$ cat src/rtl/ps2_pkg.sv
// ps2_pkg: shared state encoding, frame constants and parameter defaults for the PS/2 host transmitter
package ps2_pkg;
  typedef enum logic [2:0] {IDLE, INHIBIT, REQ, BITS, STOP, ACK, WAIT_IDLE} state_t;
  localparam int DATA_BITS = 8;
  localparam int ACK_EDGE = 11;
  localparam int INHIBIT_CYC_DEF = 12000;
  localparam int TIMEOUT_CYC_DEF = 2000000;
endpackage

$ cat src/rtl/ps2_host_tx_if.sv
// ps2_host_tx_if: command handshake, status pulses and open-drain PS/2 line controls
interface ps2_host_tx_if;
  logic tx_valid;
  logic [7:0] tx_data;
  logic tx_ready;
  logic busy;
  logic tx_done;
  logic tx_err;
  logic ps2_clk;
  logic ps2_data;
  logic ps2_clk_oe;
  logic ps2_data_oe;
  modport master (
    output tx_valid, tx_data, ps2_clk, ps2_data,
    input tx_ready, busy, tx_done, tx_err, ps2_clk_oe, ps2_data_oe
  );
  modport slave (
    input tx_valid, tx_data, ps2_clk, ps2_data,
    output tx_ready, busy, tx_done, tx_err, ps2_clk_oe, ps2_data_oe
  );
endinterface

$ cat src/rtl/ps2_line_sync.sv
// ps2_line_sync: 2-flop synchronizer, 4-sample majority filter with hold-on-tie, falling-edge pulse
module ps2_line_sync (
  input  logic clk,
  input  logic rstn,
  input  logic line,
  output logic filt,
  output logic fall
);
  logic [1:0] sync;
  logic [3:0] sh;
  logic nxt;
  always_comb nxt = ($countones(sh) >= 3) ? 1'b1 : ($countones(sh) <= 1) ? 1'b0 : filt;
  always_ff @(posedge clk or negedge rstn) begin
    if (!rstn) begin
      sync <= '1;
      sh   <= '1;
      filt <= 1'b1;
      fall <= 1'b0;
    end else begin
      sync <= {sync[0], line};
      sh   <= {sh[2:0], sync[1]};
      filt <= nxt;
      fall <= filt & ~nxt;
    end
  end
endmodule

$ cat src/rtl/ps2_host_tx.sv
// ps2_host_tx: host-to-device PS/2 command sender (inhibit, request-to-send, 8 bits + odd parity + stop, ACK check)
module ps2_host_tx
  import ps2_pkg::*;
#(
  parameter int INHIBIT_CYC = INHIBIT_CYC_DEF,
  parameter int TIMEOUT_CYC = TIMEOUT_CYC_DEF
) (
  input logic clk,
  input logic rstn,
  ps2_host_tx_if.slave bus
);
  localparam logic [20:0] INH_LAST  = 21'(INHIBIT_CYC - 1);
  localparam logic [20:0] TO_LAST   = 21'(TIMEOUT_CYC - 1);
  localparam logic [3:0]  PAR_EDGE  = 4'(DATA_BITS);
  localparam logic [3:0]  ACK_N     = 4'(ACK_EDGE);
  state_t state, state_n;
  logic [7:0] data_q, data_n;
  logic par_q, par_n;
  logic [3:0] bit_cnt, bit_n;
  logic [20:0] cyc, cyc_n;
  logic oe_q, oe_n, done_q, done_n, err_q, err_n;
  logic clk_f, clk_fall, dat_f, dat_fall_unused;
  logic active, timeout;
  ps2_line_sync u_clk (.clk(clk), .rstn(rstn), .line(bus.ps2_clk), .filt(clk_f), .fall(clk_fall));
  ps2_line_sync u_dat (.clk(clk), .rstn(rstn), .line(bus.ps2_data), .filt(dat_f), .fall(dat_fall_unused));
  always_comb begin
    active  = state inside {BITS, STOP, ACK, WAIT_IDLE};
    timeout = active && cyc == TO_LAST;
  end
  always_comb begin
    state_n = state;
    data_n  = data_q;
    par_n   = par_q;
    bit_n   = bit_cnt;
    cyc_n   = active ? cyc + 1'b1 : cyc;
    oe_n    = oe_q;
    done_n  = 1'b0;
    err_n   = 1'b0;
    case (state)
      IDLE: if (bus.tx_valid) begin
        state_n = INHIBIT;
        data_n  = bus.tx_data;
        par_n   = ~^bus.tx_data;
        cyc_n   = '0;
      end
      INHIBIT: begin
        cyc_n = cyc + 1'b1;
        if (cyc == INH_LAST) begin
          state_n = REQ;
          oe_n    = 1'b1;
          bit_n   = '0;
        end
      end
      REQ: begin
        state_n = BITS;
        cyc_n   = '0;
      end
      BITS: if (clk_fall) begin
        bit_n   = bit_cnt + 1'b1;
        oe_n    = (bit_cnt == PAR_EDGE) ? ~par_q : ~data_q[bit_cnt[2:0]];
        state_n = (bit_cnt == PAR_EDGE) ? STOP : BITS;
      end
      STOP: if (clk_fall) begin
        bit_n   = bit_cnt + 1'b1;
        oe_n    = 1'b0;
        state_n = ACK;
      end
      ACK: if (clk_fall) begin
        bit_n   = ACK_N;
        err_n   = dat_f;
        state_n = dat_f ? IDLE : WAIT_IDLE;
      end
      WAIT_IDLE: if (clk_f && dat_f) begin
        done_n  = 1'b1;
        state_n = IDLE;
      end
      default: state_n = IDLE;
    endcase
    // a timeout overrides whatever edge handling happened this cycle
    if (timeout) begin
      state_n = IDLE;
      oe_n    = 1'b0;
      done_n  = 1'b0;
      err_n   = 1'b1;
    end
  end
  always_ff @(posedge clk or negedge rstn) begin
    if (!rstn) begin
      state   <= IDLE;
      data_q  <= '0;
      par_q   <= 1'b0;
      bit_cnt <= '0;
      cyc     <= '0;
      oe_q    <= 1'b0;
      done_q  <= 1'b0;
      err_q   <= 1'b0;
    end else begin
      state   <= state_n;
      data_q  <= data_n;
      par_q   <= par_n;
      bit_cnt <= bit_n;
      cyc     <= cyc_n;
      oe_q    <= oe_n;
      done_q  <= done_n;
      err_q   <= err_n;
    end
  end
  assign bus.tx_ready    = state == IDLE;
  assign bus.busy        = state != IDLE;
  assign bus.ps2_clk_oe  = state == INHIBIT || state == REQ;
  assign bus.ps2_data_oe = oe_q;
  assign bus.tx_done     = done_q;
  assign bus.tx_err      = err_q;
endmodule

$ cat src/flat_wrapper.sv
// flat-port wrapper written by rule: the top's interface ports become plain ports
module ps2_host_tx_flat import ps2_pkg::*;
#(
  parameter int INHIBIT_CYC = INHIBIT_CYC_DEF,
  parameter int TIMEOUT_CYC = TIMEOUT_CYC_DEF
)
  (clk, rstn, bus_tx_valid, bus_tx_data, bus_ps2_clk, bus_ps2_data, bus_tx_ready, bus_busy, bus_tx_done, bus_tx_err, bus_ps2_clk_oe, bus_ps2_data_oe);
  ps2_host_tx_if bus_i ();
  input logic clk;
  input logic rstn;
  input wire logic [$bits(bus_i.tx_valid)-1:0] bus_tx_valid;
  input wire logic [$bits(bus_i.tx_data)-1:0] bus_tx_data;
  input wire logic [$bits(bus_i.ps2_clk)-1:0] bus_ps2_clk;
  input wire logic [$bits(bus_i.ps2_data)-1:0] bus_ps2_data;
  output wire logic [$bits(bus_i.tx_ready)-1:0] bus_tx_ready;
  output wire logic [$bits(bus_i.busy)-1:0] bus_busy;
  output wire logic [$bits(bus_i.tx_done)-1:0] bus_tx_done;
  output wire logic [$bits(bus_i.tx_err)-1:0] bus_tx_err;
  output wire logic [$bits(bus_i.ps2_clk_oe)-1:0] bus_ps2_clk_oe;
  output wire logic [$bits(bus_i.ps2_data_oe)-1:0] bus_ps2_data_oe;
  assign bus_i.tx_valid = bus_tx_valid;
  assign bus_i.tx_data = bus_tx_data;
  assign bus_i.ps2_clk = bus_ps2_clk;
  assign bus_i.ps2_data = bus_ps2_data;
  assign bus_tx_ready = bus_i.tx_ready;
  assign bus_busy = bus_i.busy;
  assign bus_tx_done = bus_i.tx_done;
  assign bus_tx_err = bus_i.tx_err;
  assign bus_ps2_clk_oe = bus_i.ps2_clk_oe;
  assign bus_ps2_data_oe = bus_i.ps2_data_oe;
  ps2_host_tx #(.INHIBIT_CYC(INHIBIT_CYC), .TIMEOUT_CYC(TIMEOUT_CYC)) u_core (.clk(clk), .rstn(rstn), .bus(bus_i));
endmodule
$ cat config.mk
export PLATFORM = sky130hd
export DESIGN_NAME = ps2_host_tx_flat
export DESIGN_NICKNAME = d
export VERILOG_FILES = /design/src/rtl/ps2_pkg.sv /design/src/rtl/ps2_host_tx_if.sv /design/src/rtl/ps2_line_sync.sv /design/src/rtl/ps2_host_tx.sv /design/src/flat_wrapper.sv
export SDC_FILE = /design/constraint.sdc
export NUM_CORES = 1
export LEC_CHECK = 0
export CAP_MARGIN = 20
export CORE_MARGIN = 2
export CORE_UTILIZATION = 25
export DETAILED_ROUTE_END_ITERATION = 12
export SETUP_SLACK_MARGIN = 0.2
export SYNTH_ARGS = -nofsm -noshare
export SYNTH_HDL_FRONTEND = slang
export SYNTH_SLANG_ARGS = --single-unit
$ cat constraint.sdc
create_clock -name clk -period 2.16 [get_ports clk]
set_input_delay 0.432 -clock clk [delete_from_list [all_inputs] [get_ports clk]]
set_output_delay 0.432 -clock clk [all_outputs]
set_load 0.05 [all_outputs]
---- Word-level counts from Yosys, hierarchy flattened ----
Cells that the tools add are included.
word-level totals
  register bits ........................... 55
  bits of input ports ..................... 13
  output and inout bits ................... 6
  word-level logic and storage cells ...... 100
cells by class
  add/sub/neg operators ................... 8
  magnitude comparators ................... 5
  equal/unequal tests ..................... 18
  muxes and demuxes ....................... 35
  bitwise logic cells ..................... 4
  reductions and logical operators ........ 15
operator list
  operator                                                number
  >= comparator 32 x 3 -> 1 bit (second input constant)   2
  one-hot mux 21 bit (3 select lines)                     1
  2-to-1 mux 21 bit                                       2
  adder 32 x 2 -> 32 bit                                  1
  <= comparator 32 x 2 -> 1 bit (second input constant)   1
  2-to-1 mux 3 bit                                        9
  adder 21 x 1 -> 21 bit (second input constant)          1
  == test 21 x 14 -> 1 bit (second input constant)        1
  == test 21 bit (second input constant)                  1
  one-hot mux 3 bit (7 select lines)                      1
  2-to-1 mux 1 bit                                        16
  inequality test 3 x 2 -> 1 bit (second input constant)  5
  2-to-1 mux 4 bit                                        3
  one-hot mux 4 bit (3 select lines)                      1
  == test 3 bit (second input constant)                   3
  adder 1 x 1 -> 2 bit                                    4
  AND reduction 4 bit                                     2
  nonzero test 4 bit                                      2
  XNOR reduction 8 bit                                    1
  == test 3 x 2 -> 1 bit (second input constant)          2
  AND reduction 6 bit                                     1
  nonzero test 3 bit                                      2
  adder 4 x 1 -> 4 bit (second input constant)            1
  == test 4 bit (second input constant)                   1
  other kinds (17)                                        21

---- Logic depth before layout (Yosys ltp) ----
Gate-level depths: netlist of run 1.
  depth after elaboration ................. 7
  gate-level depth with buffers ........... 9
  gate-level depth less buffers ........... 7

---- Hierarchy ----
From an unflattened synthesis of run 1, not the netlist that was laid out.
second synthesis, totals
  cells, all modules ...................... 327
  area, all modules ....................... 3285.7 um^2
by module, submodules not included
  module         times used  cells an instance  area each (um^2)  sequential area each (um^2)
  ps2_host_tx    1           291                2690.1            1001.0
  ps2_line_sync  2           18                 297.8             209.0

---- Worst setup path before layout of run 1 ----
OpenSTA, ideal clock, no wires.
  kind .................................... flip-flop to flip-flop
  start ................................... register u_core.state[1]
  end ..................................... register u_core.data_q[0]
  setup time .............................. 0.125 ns
  arrival time ............................ 2.163 ns
  required time ........................... 2.035 ns
  slack ................................... -0.128 ns
  stages on the path, launching flop included .. 8
  path buffers ............................ 2
  clock period less this slack ............ 2.288 ns
  cell sequence ........................... dfrtp_1 > buf_4 > nor2_1 > nand2_1 > inv_1 > and2_1 > buf_2 > mux2_2
between the ends
  cells in the longest elaborated chain, start to end .. 2
ends and longest elaborated chain
  what                           line                source
  from (decl)                    ps2_host_tx.sv:16   state_t state, state_n;
  from (signal assigned)         ps2_host_tx.sv:98   state <= state_n;
  logical NOT 3 bit              n/a
  named net bus_tx_ready         flat_wrapper.sv:15  output wire logic [$bits(bus_i.tx_ready)-1:0] bus_tx_ready;
  AND reduction 2 bit (no line)  n/a
  to (signal assigned)           ps2_host_tx.sv:99   data_q <= data_n;
  to (decl)                      ps2_host_tx.sv:17   logic [7:0] data_q, data_n;
The timed path passes the listed nets, and every way through them passes these cells.
A chain may end at the register's enable or synchronous reset.

---- Worst setup path in the final report of run 1 ----
  start ................................... register u_core.cyc[16]
  end ..................................... register u_core.state[2]
between the ends
  cells in the longest elaborated chain, start to end .. 4
  elaborated cells on any way between the ends .. 11
  classes of those cells .................. eq/ne: 8; mux: 1; reduce/logical: 2
ends and longest elaborated chain
  what                                                                                        line                source
  from (decl)                                                                                 ps2_host_tx.sv:20   logic [20:0] cyc, cyc_n;
  from (signal assigned)                                                                      ps2_host_tx.sv:102  cyc <= cyc_n;
  == test 21 bit                                                                              ps2_host_tx.sv:28   timeout = active && cyc == TO_LAST;
  logical AND 1 bit                                                                           ps2_host_tx.sv:28
  inequality test 3 x 2 -> 1 bit (no line) or inequality test 3 x 1 -> 1 bit (tied branches)  n/a
  AND reduction 6 bit (no line)                                                               n/a
Parallel ways exist; a longest one is shown, timed or not.

==> results.rst, run 1 <==
.. list-table::
   :header-rows: 1

   * - Metric
     - Value
   * - Maximum number of pins on one net before global-route repair
     - 34
   * - TritonCTS clock tree
     - built
   * - Main synth FF type
     - dfrtp_1
   * - Final min period
     - around 2.0 ns
   * - Initial drt markers
     - 136
   * - Fin. max-slew vios
     - 0
   * - Initial cell density of the core
     - 0.256
   * - Initial antenna violation count
     - 0
   * - Remaining global-route overflow
     - 0
   * - Number of fillers in the final layout
     - 1233
   * - Overall routing resource usage
     - 0.118
   * - Warnings, synthesis
     - 0
   * - Weighted congestion at the end of routability-driven global placement
     - ~0.88
   * - Estimated wirelength of the detail-placed design
     - 5500 um
   * - First-pass iteration count of the detailed router
     - 4
   * - HP Class
     - in2async
   * - Number of placement rows
     - 40
   * - Routed wire length
     - between 7000 and 8000 um
   * - Transition time at the pin with the least slew margin
     - 0.577 ns
   * - CTS clock-pin slew for the worst setup and hold paths
     - ~0.07 ns
   * - P_sw
     - 0.645 mW
   * - Share of the yosys chip area belonging to registers
     - 0.453
   * - Share of the synthesized area in the top cell type
     - 0.334
   * - Fraction of the cycle the final worst path needs
     - 0.903
   * - Data required time at the worst endpoint
     - roughly 2.4 ns
   * - Remaining number of nets flagged by the antenna check after routing
     - 0
   * - Maximum resistive drop on vdd
     - between 0.0002 and 0.0003 V
   * - Sequence of cells on the critical path
     - or4b_4 -> nor4_4 -> nand3_2 -> a21o_1 -> o31ai_2
   * - Slew margin rel.
     - 0.613
   * - Die area
     - between 10000 and 15000 um2
   * - RSZ-0062 raised after global routing
     - true
   * - Critical path launch point type
     - register
   * - Pre-CTS setup slack
     - about 0.16 ns
   * - LEAKAGE
     - between 1.5 and 2 nW
   * - Crit-path max cell delay
     - 0.56 ns
   * - Chip Height
     - between 100 and 150 um
   * - Switching part of the total power
     - 0.267
   * - Clock buffer depth
     - 2
   * - Internal power contribution
     - roughly 1.8 mW
   * - Syn avg cell area
     - roughly 10 um2
   * - H-tree lvl count
     - 2
   * - Number of register bits inferred by synthesis
     - 55
   * - Area Growth Syn to Fin
     - 23.4%
   * - MaxCap Viol Count
     - 0
   * - Fin nets
     - approximately 370
   * - Pwr Density
     - roughly 640 nW/um2
   * - Placeable core area
     - ~12000 um2
   * - Async set-or-reset flop fraction in the synthesized netlist
     - 1.00
   * - Total negative slack for setup checks
     - 0 ns
   * - Category of the worst setup path capture point
     - register
   * - Total number of clock tree sinks
     - 55
   * - Count of port buffers added during placement
     - 18
   * - Post-synthesis cell area
     - around 3000 um2
   * - Critical path arrival
     - between 2 and 2.5 ns
   * - Total design power
     - ~2.4 mW
   * - Count of antenna diodes in the layout
     - 0
   * - Cell types occupying the most area after synthesis
     - dfrtp_1, dfstp_2, nand2_1, ha_1, mux2_2
   * - First-pass GRT wire length
     - between 10000 and 15000 um
   * - Drt drc
     - 0
   * - Number of unique standard cell types used by synthesis
     - 66
   * - Gate Count Post-Synth
     - approximately 310
   * - Worst setup path class
     - reg2reg
   * - Result of the run
     - completed
   * - Critical path's slowest cell
     - or4b_4
   * - Worst-case hold slack
     - 0.120 ns
   * - Highest Clock Rate
     - roughly 510 MHz
   * - Wire length per cell
     - 14.8 um
   * - Via count
     - 2512
   * - Sequential power share
     - 0.523
   * - Count of endpoints failing hold in the final timing report
     - 0
   * - Clk_skew
     - 0.0106 ns
   * - Clock share of power
     - 0.354
   * - Die W
     - around 110 um
   * - Cell taking the most area after synthesis
     - dfrtp_1
   * - Avg Vias per Cell
     - 5.05
   * - Syn nets
     - about 340
   * - Layout cell share with drive strength beyond 1
     - 0.260
   * - Number of buffers created by CTS
     - 5
   * - Via count of the first global-routing pass
     - 2554
   * - Peak fanout along the critical path
     - 3
   * - Fin worst setup slack
     - 0.209 ns
   * - Skew-Pair Late Insertion Delay
     - just under 0.3 ns
   * - Share of total power in combinational logic
     - 0.123
   * - Number of setup violations in the final report
     - 0
   * - Number of enable flip-flop cells after synthesis
     - 0
   * - Ports
     - 19
   * - CTS root buf
     - clkbuf_16
[routing by layer]
layer	part of all wire	GRT usage
met1	0.50	0.167
met3	0.033	0.0179
met4	0.014	0.0345
met2	0.45	0.188
met5	0	0
[Yosys cell counts (4+ instances only)]
cell type,instances
a31oi_1,6
ha_1,9
clkbuf_1,6
nand3_1,10
a21oi_1,20
dfrtp_1,41
nor2_1,21
mux2_2,10
xnor2_1,7
o21ai_0,19
dfstp_2,14
and3_1,6
inv_1,19
nand2_1,31
or3_1,4
o31ai_1,6
a311oi_1,7
nand4_1,6
[critical path, delay by kind of cell, from the launching register on]
kind,cells,cell delay (ns)
AO/OA/AOI/OAI,2,0.41
flip-flops,1,0.40
AND/OR/NAND/NOR,3,1.07
[final timing paths]
kind / start / to / slack, ns / cells past startpoint
setup / recovery: u_core.cyc[16] / u_core.state[2] / 0.21 / 5
min in group clk: u_core.u_dat.sync[0] / u_core.u_dat.sync[1] / 0.36 / 0
setup reg to reg: u_core.cyc[16] / u_core.state[2] / 0.21 / 5
max in group asynchronous: rstn / u_core.u_dat.filt / 1.41 / 2
hold reg to reg: u_core.u_dat.sync[0] / u_core.u_dat.sync[1] / 0.36 / 0
hold / removal: rstn / u_core.data_q[0] / 0.12 / 1
[registers in the layout (all words and copies together) (netlist names)]
register,flops
u_core.bit_cnt,4
u_core.bus.ps2_data_oe,1
u_core.bus.tx_done,1
u_core.bus.tx_err,1
u_core.cyc,21
u_core.data_q,8
u_core.par_q,1
u_core.state,3
u_core.u_clk.fall,1
u_core.u_clk.filt,1
u_core.u_clk.sh,4
u_core.u_clk.sync,2
u_core.u_dat.filt,1
u_core.u_dat.sh,4
u_core.u_dat.sync,2
[placed cells by master, fill, tap and decap left out, types with 7 or more instances in the layout]
cell	netlist	layout
inv_1	19	16
ha_1	9	8
clkdlybuf4s50_1	0	14
a311oi_1	7	7
buf_4	2	25
dfrtp_1	41	38
o21ai_0	19	17
a21oi_1	20	19
dfstp_2	14	14
nand3_1	10	9
nand2_1	31	30
xnor2_1	7	7
nor2_1	21	20
mux2_2	10	10
[cell type report]
class / count / area (um2) / share of cell area
multi-input combinational: 224 / 1570 / 0.413
sequential: 55 / 1400 / 0.368
timing repair buffer: 44 / 413 / 0.109
tap: 147 / 184 / 0.0485
clock buffer: 8 / 156 / 0.0412
inverter: 19 / 75.1 / 0.0198
[power by group through the flow]
stage	sequential (mW)	clock [mW]	combinational, mW
finish	1.26	0.854	0.296
CTS	1.26	0.877	0.297
global placement	1.27	0	0.288
floorplan	1.22	0	0.215
detailed placement	1.27	0	0.296
global route	1.27	0.918	0.345
[cell families (layout without fill, tap and decap cells)]
kind of cell               count (synthesis)  in the layout  share of synthesized area
AOI/OAI and AO/OA                         84             84                      0.182
xor gates and xnor gates                   7              7                     0.0199
adders and majority gates                 11             11                     0.0497
buffers and inverters                     32             71                     0.0484
DFF                                       55             55                      0.453
muxes                                     13             13                     0.0505
and+or+nand+nor                          109            109                      0.196
[metrics by stage]
stage          utilization  cell area (um2)  std cells
2_1_floorplan            -             3090        311
3_3_place_gp         0.298             3580        485
3_5_place_dp         0.298             3580        485
4_1_cts              0.312             3750        494
5_1_grt              0.316             3790        497
6_report             0.316             3790        497
[what timing repair did]
item,4_1_cts,5_1_grt
resized for setup,4,9
hold buffers,0,0
buffers inserted,1,3
pin swaps,5,11
setup endpoints to repair,6,20
Power figures use the tool's default switching activity.
==> run 2: changes to the inputs <==
==> constraint.sdc (replaced) <==
create_clock -name clk -period 2.11 [get_ports clk]
set_input_delay 0.422 -clock clk [delete_from_list [all_inputs] [get_ports clk]]
set_output_delay 0.422 -clock clk [all_outputs]
set_load 0.1 [all_outputs]
==> run 2 against run 1 <==
  * Die area unchanged
  * Hold slack worse by 0.063 ns
  * Sequential power about the same
  * Utilization rose by 0.71 points
  * First-iteration DRC count rose by 38%
==> results.rst, run 2 (same netlist as run 1, synthesis figures left out) <==
.. list-table::
   :header-rows: 1

   * - Metric
     - Value
   * - Total number of clock tree sinks
     - 55 (unchanged)
   * - Max FFs per register
     - 21 (unchanged)
   * - CTS root buf
     - clkbuf_16
   * - Clk_skew
     - 0.00913 ns (-0.00151 ns)
   * - Most common library cell in the layout ignoring fill and taps
     - dfrtp_1
   * - Commonest cells after routing, fill and taps aside
     - dfrtp_1, buf_4, nand2_1
   * - Transition time at the pin with the least slew margin
     - 0.519 ns (-0.0581 ns)
   * - Placeable core area
     - 12000 um2 (unchanged)
   * - Chip Height
     - 115 um (unchanged)
   * - Critical path launch point type
     - register
   * - Fin nets
     - 378 (+1.3%)
   * - Sequence of cells on the critical path
     - or4b_4 -> nor4_4 -> a32o_2 -> o21ai_1 -> a22o_1
   * - Highest routed metal layer
     - met4
   * - Via count of the first global-routing pass
     - 2570 (+0.63%)
   * - Final min period
     - 1.90 ns (-0.0476 ns)
   * - Skew-Pair Late Insertion Delay
     - 0.29 ns (about the same)
   * - Wire length per cell
     - 15.2 um (+2.5%)
   * - Total design power
     - 2.42 mW (+0.19%)
   * - Worst setup path class
     - reg2reg
   * - Maximum resistive drop on vdd
     - 0.000285 V (-4.9%)
   * - Met2 Routed Length
     - 3380 um (+1.1%)
   * - RSZ-0062 raised after global routing
     - true
   * - CTS clock-pin slew for the worst setup and hold paths
     - 0.07 ns (about the same)
   * - Die W
     - 115 um (unchanged)
   * - Routed wire length
     - 7640 um (+3.5%)
   * - Avg Vias per Cell
     - 5.13 (+1.4%)
   * - H-tree lvl count
     - 2 (unchanged)
   * - Via count
     - 2573 (+2.4%)
   * - Largest register by flop count
     - u_core.cyc
   * - Number of hold buffers added after CTS
     - 0 (unchanged)
   * - Clock buffer depth
     - 2 (unchanged)
   * - Count of antenna diodes in the layout
     - 0 (unchanged)
   * - Category of the worst setup path capture point
     - register
   * - Data required time at the worst endpoint
     - 2.29 ns (-0.08 ns)
   * - Peak fanout along the critical path
     - 6 (+3)
   * - Drt drc
     - 0 (unchanged)
   * - HP Class
     - in2async
   * - TritonCTS clock tree
     - built
   * - Pwr Density
     - 623 nW/um2 (-2.0%)
   * - Highest Clock Rate
     - 525 MHz (+2.5%)
   * - Remaining global-route overflow
     - 0 (unchanged)
   * - Crit-path max cell delay
     - 0.57 ns (about the same)
   * - Remaining number of nets flagged by the antenna check after routing
     - 0 (unchanged)
   * - Initial drt markers
     - 187 (+38%)
   * - Area Growth Syn to Fin
     - 26.2%
   * - LEAKAGE
     - 1.64 nW (+3.2%)
   * - Overall routing resource usage
     - 0.121 (+0.00252)
   * - First-pass iteration count of the detailed router
     - 4 (unchanged)
   * - Met1 wire length
     - 3620 um (-1.7%)
   * - Maximum number of pins on one net before global-route repair
     - 22 (-35%)
   * - Critical path's slowest cell
     - or4b_4
   * - First-pass GRT wire length
     - 12700 um (+0.88%)
   * - Fraction of the cycle the final worst path needs
     - 0.902 (-0.00114)
   * - MaxCap Viol Count
     - 0 (unchanged)
   * - Slew margin rel.
     - 0.649 (+0.0365)
   * - Die area
     - 13200 um2 (unchanged)
   * - Largest registers
     - u_core.cyc: 21 flops, u_core.data_q: 8 flops
   * - Total negative slack for setup checks
     - 0 ns (unchanged)
   * - Estimated wirelength of the detail-placed design
     - 5590 um (+1.6%)
   * - Critical path arrival
     - 2.08 ns (-0.08 ns)
   * - Weighted congestion at the end of routability-driven global placement
     - 0.905 (+2.9%)
   * - Count of port buffers added during placement
     - 18 (unchanged)
   * - Met3 Wirelength
     - 433 um (+75%)
   * - Fin. max-slew vios
     - 0 (unchanged)
   * - Result of the run
     - completed
   * - Number of buffers created by CTS
     - 5 (unchanged)
   * - Worst-case hold slack
     - 0.0563 ns (-0.0633 ns)
   * - Layout cell share with drive strength beyond 1
     - 0.301 (+0.0414)
   * - Count of endpoints failing hold in the final timing report
     - 0 (unchanged)
   * - Number of setup violations in the final report
     - 0 (unchanged)
   * - Number of placement rows
     - 40 (unchanged)
   * - Ports
     - 19 (unchanged)
   * - Initial cell density of the core
     - 0.256 (unchanged)
   * - Initial antenna violation count
     - 0 (unchanged)
run 2: changes by cell type in the layout (fill, tap and decap cells not counted), moves of 2 or more:
| cell | delta |
|---|---|
| inv_1 | -2 |
| nor4_4 | +2 |
| nand2_2 | +2 |
| nand2_1 | -2 |
| buf_4 | +8 |
| clkdlybuf4s50_1 | -3 |
| nor4_2 | -2 |
| inv_2 | +2 |
| clkbuf_8 | -2 |
run 2: layout make-up:
| cell class | instances | area [um2] |
|---|---|---|
| inverters | 19 | 75.1 |
| multi-input cells | 225 | 1660 |
| clock inverters | 2 | 13.8 |
| repair buffers | 48 | 423 |
| well taps | 147 | 184 |
| flip-flops and latches | 55 | 1400 |
| clock buffers | 6 | 129 |
| fillers | 1239 | 8130 |
run 2: per-layer routing:
layer  track usage  up-vias
met3        0.0253       17
met4        0.0530        0
li1              -     1228
met5             0        -
met1         0.164     1246
met2         0.186       82
run 2: final timing paths:
check	endpoint	slack (ns)	cells past startpoint	start
worst min-delay path	u_core.data_q[6]	0.06	1	rstn
worst max register to register	u_core.bit_cnt[2]	0.21	5	u_core.cyc[12]
worst max-delay path	u_core.bit_cnt[2]	0.21	5	u_core.cyc[12]
max in group asynchronous	u_core.u_clk.filt	1.41	2	rstn
min in group clk	u_core.u_clk.sync[1]	0.36	0	u_core.u_clk.sync[0]
worst min register to register	u_core.u_clk.sync[1]	0.36	0	u_core.u_clk.sync[0]
run 2: worst max-delay path, delay by kind of cell (launching register included):
| kind | cells | cell delay [ns] |
|---|---|---|
| simple gates | 2 | 0.78 |
| compound gates | 3 | 0.60 |
| flops | 1 | 0.41 |
run 2: what timing repair did:
action / 4_1_cts / 5_1_grt
setup endpoints to repair: 9 / 19
pin swaps: 6 / 12
setup buffers: 2 / 5
resized for setup: 8 / 15
cloned: 0 / 1
hold endpoints to repair: 0 / 0
run 2: per-stage QoR:
step	setup slack (ns)	util	instance area, um2	std cells
6_report	0.207	0.323	3880	502
5_1_grt	0.123	0.323	3880	502
4_1_cts	0.183	0.314	3780	496
3_5_place_dp	0.0307	0.299	3590	486
3_3_place_gp	0.0871	0.299	3590	486
2_1_floorplan	0.0814	-	3130	311
run 2: power breakdown:
group	total, mW	switching, mW	internal [mW]
Clock	0.811	0.370	0.441
Sequential	1.27	0.115	1.16
Combinational	0.335	0.179	0.156
==> run 3: changes to the inputs <==
--- a/config.mk
+++ b/config.mk
@@ -7,7 +7,7 @@
 export LEC_CHECK = 0
 export CAP_MARGIN = 20
 export CORE_MARGIN = 2
-export CORE_UTILIZATION = 25
+export CORE_UTILIZATION = 45
 export DETAILED_ROUTE_END_ITERATION = 12
 export SETUP_SLACK_MARGIN = 0.2
 export SYNTH_ARGS = -nofsm -noshare
==> run 3 against run 2 <==
  * Largest power group unchanged
  * Final area down 2.2%
  * Critical path depth grew 1
  * Setup slack got worse by 0.037 ns
  * Die area decreased by 43%
  * Sequential share of layout area is 0.89 points higher
  * Clock skew is 0.0016 ns lower
  * Routed wire length down 7.9%
  * Via count decreased by 0.47%
==> results.rst, run 3 (same netlist as run 1, synthesis figures left out) <==
.. list-table::
   :header-rows: 1

   * - Metric
     - Value
   * - Number of buffers created by CTS
     - 5 (unchanged)
   * - Max FFs per register
     - 21 (unchanged)
   * - LEAKAGE
     - 1.63 nW (-0.66%)
   * - Transition time at the pin with the least slew margin
     - 0.475 ns (-0.0437 ns)
   * - Worst-case hold slack
     - 0.0633 ns (+0.00707 ns)
   * - First-pass iteration count of the detailed router
     - 4 (unchanged)
   * - Overall routing resource usage
     - 0.198 (+0.0769)
   * - Ports
     - 19 (unchanged)
   * - Slew margin rel.
     - 0.683 (+0.0340)
   * - Result of the run
     - completed
   * - Fin nets
     - 382 (+1.1%)
   * - Pwr Density
     - 615 nW/um2 (-1.4%)
   * - Critical path arrival
     - 2.17 ns (+0.09 ns)
   * - Category of the worst setup path capture point
     - register
   * - RSZ-0062 raised after global routing
     - true
   * - Critical path launch point type
     - register
   * - Weighted congestion at the end of routability-driven global placement
     - 0.950 (+4.9%)
   * - Routed wire length
     - 7040 um (-7.9%)
   * - Worst reg2reg setup slack
     - 0.17 ns (-0.04 ns)
   * - Number of setup violations in the final report
     - 0 (unchanged)
   * - Number of placement rows
     - 30 (-25%)
   * - H-tree lvl count
     - 2 (unchanged)
   * - First-pass GRT wire length
     - 11800 um (-7.2%)
   * - Initial cell density of the core
     - 0.458 (+0.202)
   * - TritonCTS clock tree
     - built
   * - Count of port buffers added during placement
     - 18 (unchanged)
   * - Fin. max-slew vios
     - 0 (unchanged)
   * - Most common library cell in the layout ignoring fill and taps
     - buf_4
   * - Total number of clock tree sinks
     - 55 (unchanged)
   * - Area Growth Syn to Fin
     - 23.4%
   * - Clock buffer depth
     - 2 (unchanged)
   * - Worst setup path class
     - reg2reg
   * - Drt drc
     - 0 (unchanged)
   * - Count of endpoints failing hold in the final timing report
     - 0 (unchanged)
   * - Placeable core area
     - 6720 um2 (-44%)
   * - Chip Height
     - 86.7 um (-25%)
   * - Initial drt markers
     - 146 (-22%)
   * - MaxCap Viol Count
     - 0 (unchanged)
   * - CTS root buf
     - clkbuf_8
   * - Estimated wirelength of the detail-placed design
     - 5140 um (-8.1%)
   * - Via count
     - 2561 (-0.47%)
   * - Wire length per cell
     - 16.0 um (+5.3%)
   * - Skew-Pair Late Insertion Delay
     - 0.31 ns (+0.02 ns)
   * - Remaining number of nets flagged by the antenna check after routing
     - 0 (unchanged)
   * - Avg Vias per Cell
     - 5.83 (+14%)
   * - Count of antenna diodes in the layout
     - 0 (unchanged)
   * - Clk_skew
     - 0.00756 ns (-0.00157 ns)
   * - Number of cells traversed by the worst register-to-register path
     - 6 (+1)
   * - Largest registers
     - u_core.cyc: 21 flops, u_core.data_q: 8 flops
   * - Critical register-to-register path startpoint
     - u_core.cyc[16]
   * - Reg-to-Reg End
     - u_core.bit_cnt[1]
   * - Total negative slack for setup checks
     - 0 ns (unchanged)
   * - Via count of the first global-routing pass
     - 2391 (-7.0%)
   * - Largest register by flop count
     - u_core.cyc
   * - Die W
     - 86.7 um (-25%)
   * - Data required time at the worst endpoint
     - 2.34 ns (+0.05 ns)
   * - Maximum resistive drop on vdd
     - 0.000262 V (-8.2%)
   * - Number of fillers in the final layout
     - 591 (-52%)
   * - Peak fanout along the critical path
     - 4 (-2)
   * - Commonest cells after routing, fill and taps aside
     - buf_4, dfrtp_1, nand2_1
   * - Maximum number of pins on one net before global-route repair
     - 24 (+9.1%)
   * - Die area
     - 7510 um2 (-43%)
   * - Final min period
     - 1.94 ns (+0.0370 ns)
   * - Remaining global-route overflow
     - 0 (unchanged)
   * - Fraction of the cycle the final worst path needs
     - 0.920 (+0.0175)
   * - HP Class
     - in2async
   * - Initial antenna violation count
     - 0 (unchanged)
   * - CTS clock-pin slew for the worst setup and hold paths
     - 0.10 ns (+0.03 ns)
   * - Layout cell share with drive strength beyond 1
     - 0.318 (+0.0161)
   * - Highest Clock Rate
     - 515 MHz (-1.9%)
[run 3: layout make-up]
type                    instances  area, um2  share of cell area
clock buffers                   6       82.6              0.0218
repair buffers                 53        464               0.122
flip-flops and latches         55       1400               0.369
multi-input cells             224       1640               0.431
clock inverters                 2       35.0             0.00923
well taps                      80        100              0.0264
inverters                      19       75.1              0.0198
[run 3: critical path, cell delays in order, from the launching register on]
cell     delay, ns
dfrtp_1       0.39
or4b_4        0.56
nor4_4        0.33
a32o_2        0.27
buf_6         0.11
nor2_2        0.03
a31oi_1       0.16
[run 3: per-stage QoR]
step | cells | util | worst slack, ns | power, mW | instance area, um2
after floorplan | 311 | - | 0.0814 | 1.47 | 3130
after global routing | 439 | 0.565 | 0.0897 | 2.47 | 3790
after CTS | 435 | 0.551 | 0.214 | 2.34 | 3700
after global placement | 420 | 0.523 | 0.166 | 1.59 | 3520
after detailed placement | 420 | 0.523 | 0.0859 | 1.60 | 3520
final | 439 | 0.565 | 0.170 | 2.33 | 3790
[run 3: per-layer routing]
| metal | track usage | up-vias | routed length [um] |
|---|---|---|---|
| met5 | 0 | - | 0 |
| met3 | 0.0438 | 10 | 357 |
| met4 | 0.0639 | 0 | 104 |
| li1 | - | 1241 | - |
| met2 | 0.294 | 66 | 3170 |
| met1 | 0.286 | 1244 | 3410 |
[run 3: worst max path at each step]
stage	start	to	slack (ns)	depth (start not counted)
2_1_floorplan	u_core.state[2]	u_core.cyc[10]	0.08	8
3_3_place_gp	u_core.cyc[13]	u_core.state[0]	0.17	5
3_5_place_dp	u_core.cyc[13]	u_core.state[0]	0.09	5
4_1_cts	u_core.state[0]	u_core.data_q[0]	0.21	6
5_1_grt	u_core.cyc[16]	u_core.bit_cnt[2]	0.09	5
6_report	u_core.cyc[16]	u_core.bit_cnt[1]	0.17	6
[run 3: power breakdown]
group          leakage, nW  switching, mW  total [mW]  internal (mW)
clock network       0.0612          0.334       0.719          0.384
registers            0.653          0.110        1.27           1.16
logic                0.915          0.181       0.345          0.164
total                 1.63          0.625        2.33           1.71
[run 3: what timing repair did]
item / CTS / global route
hold buffers: 0 / 0
endpoints found under the setup margin: 9 / 24
gates resized for setup: 6 / 18
pin swaps: 4 / 13
buffers inserted: 7 / 4
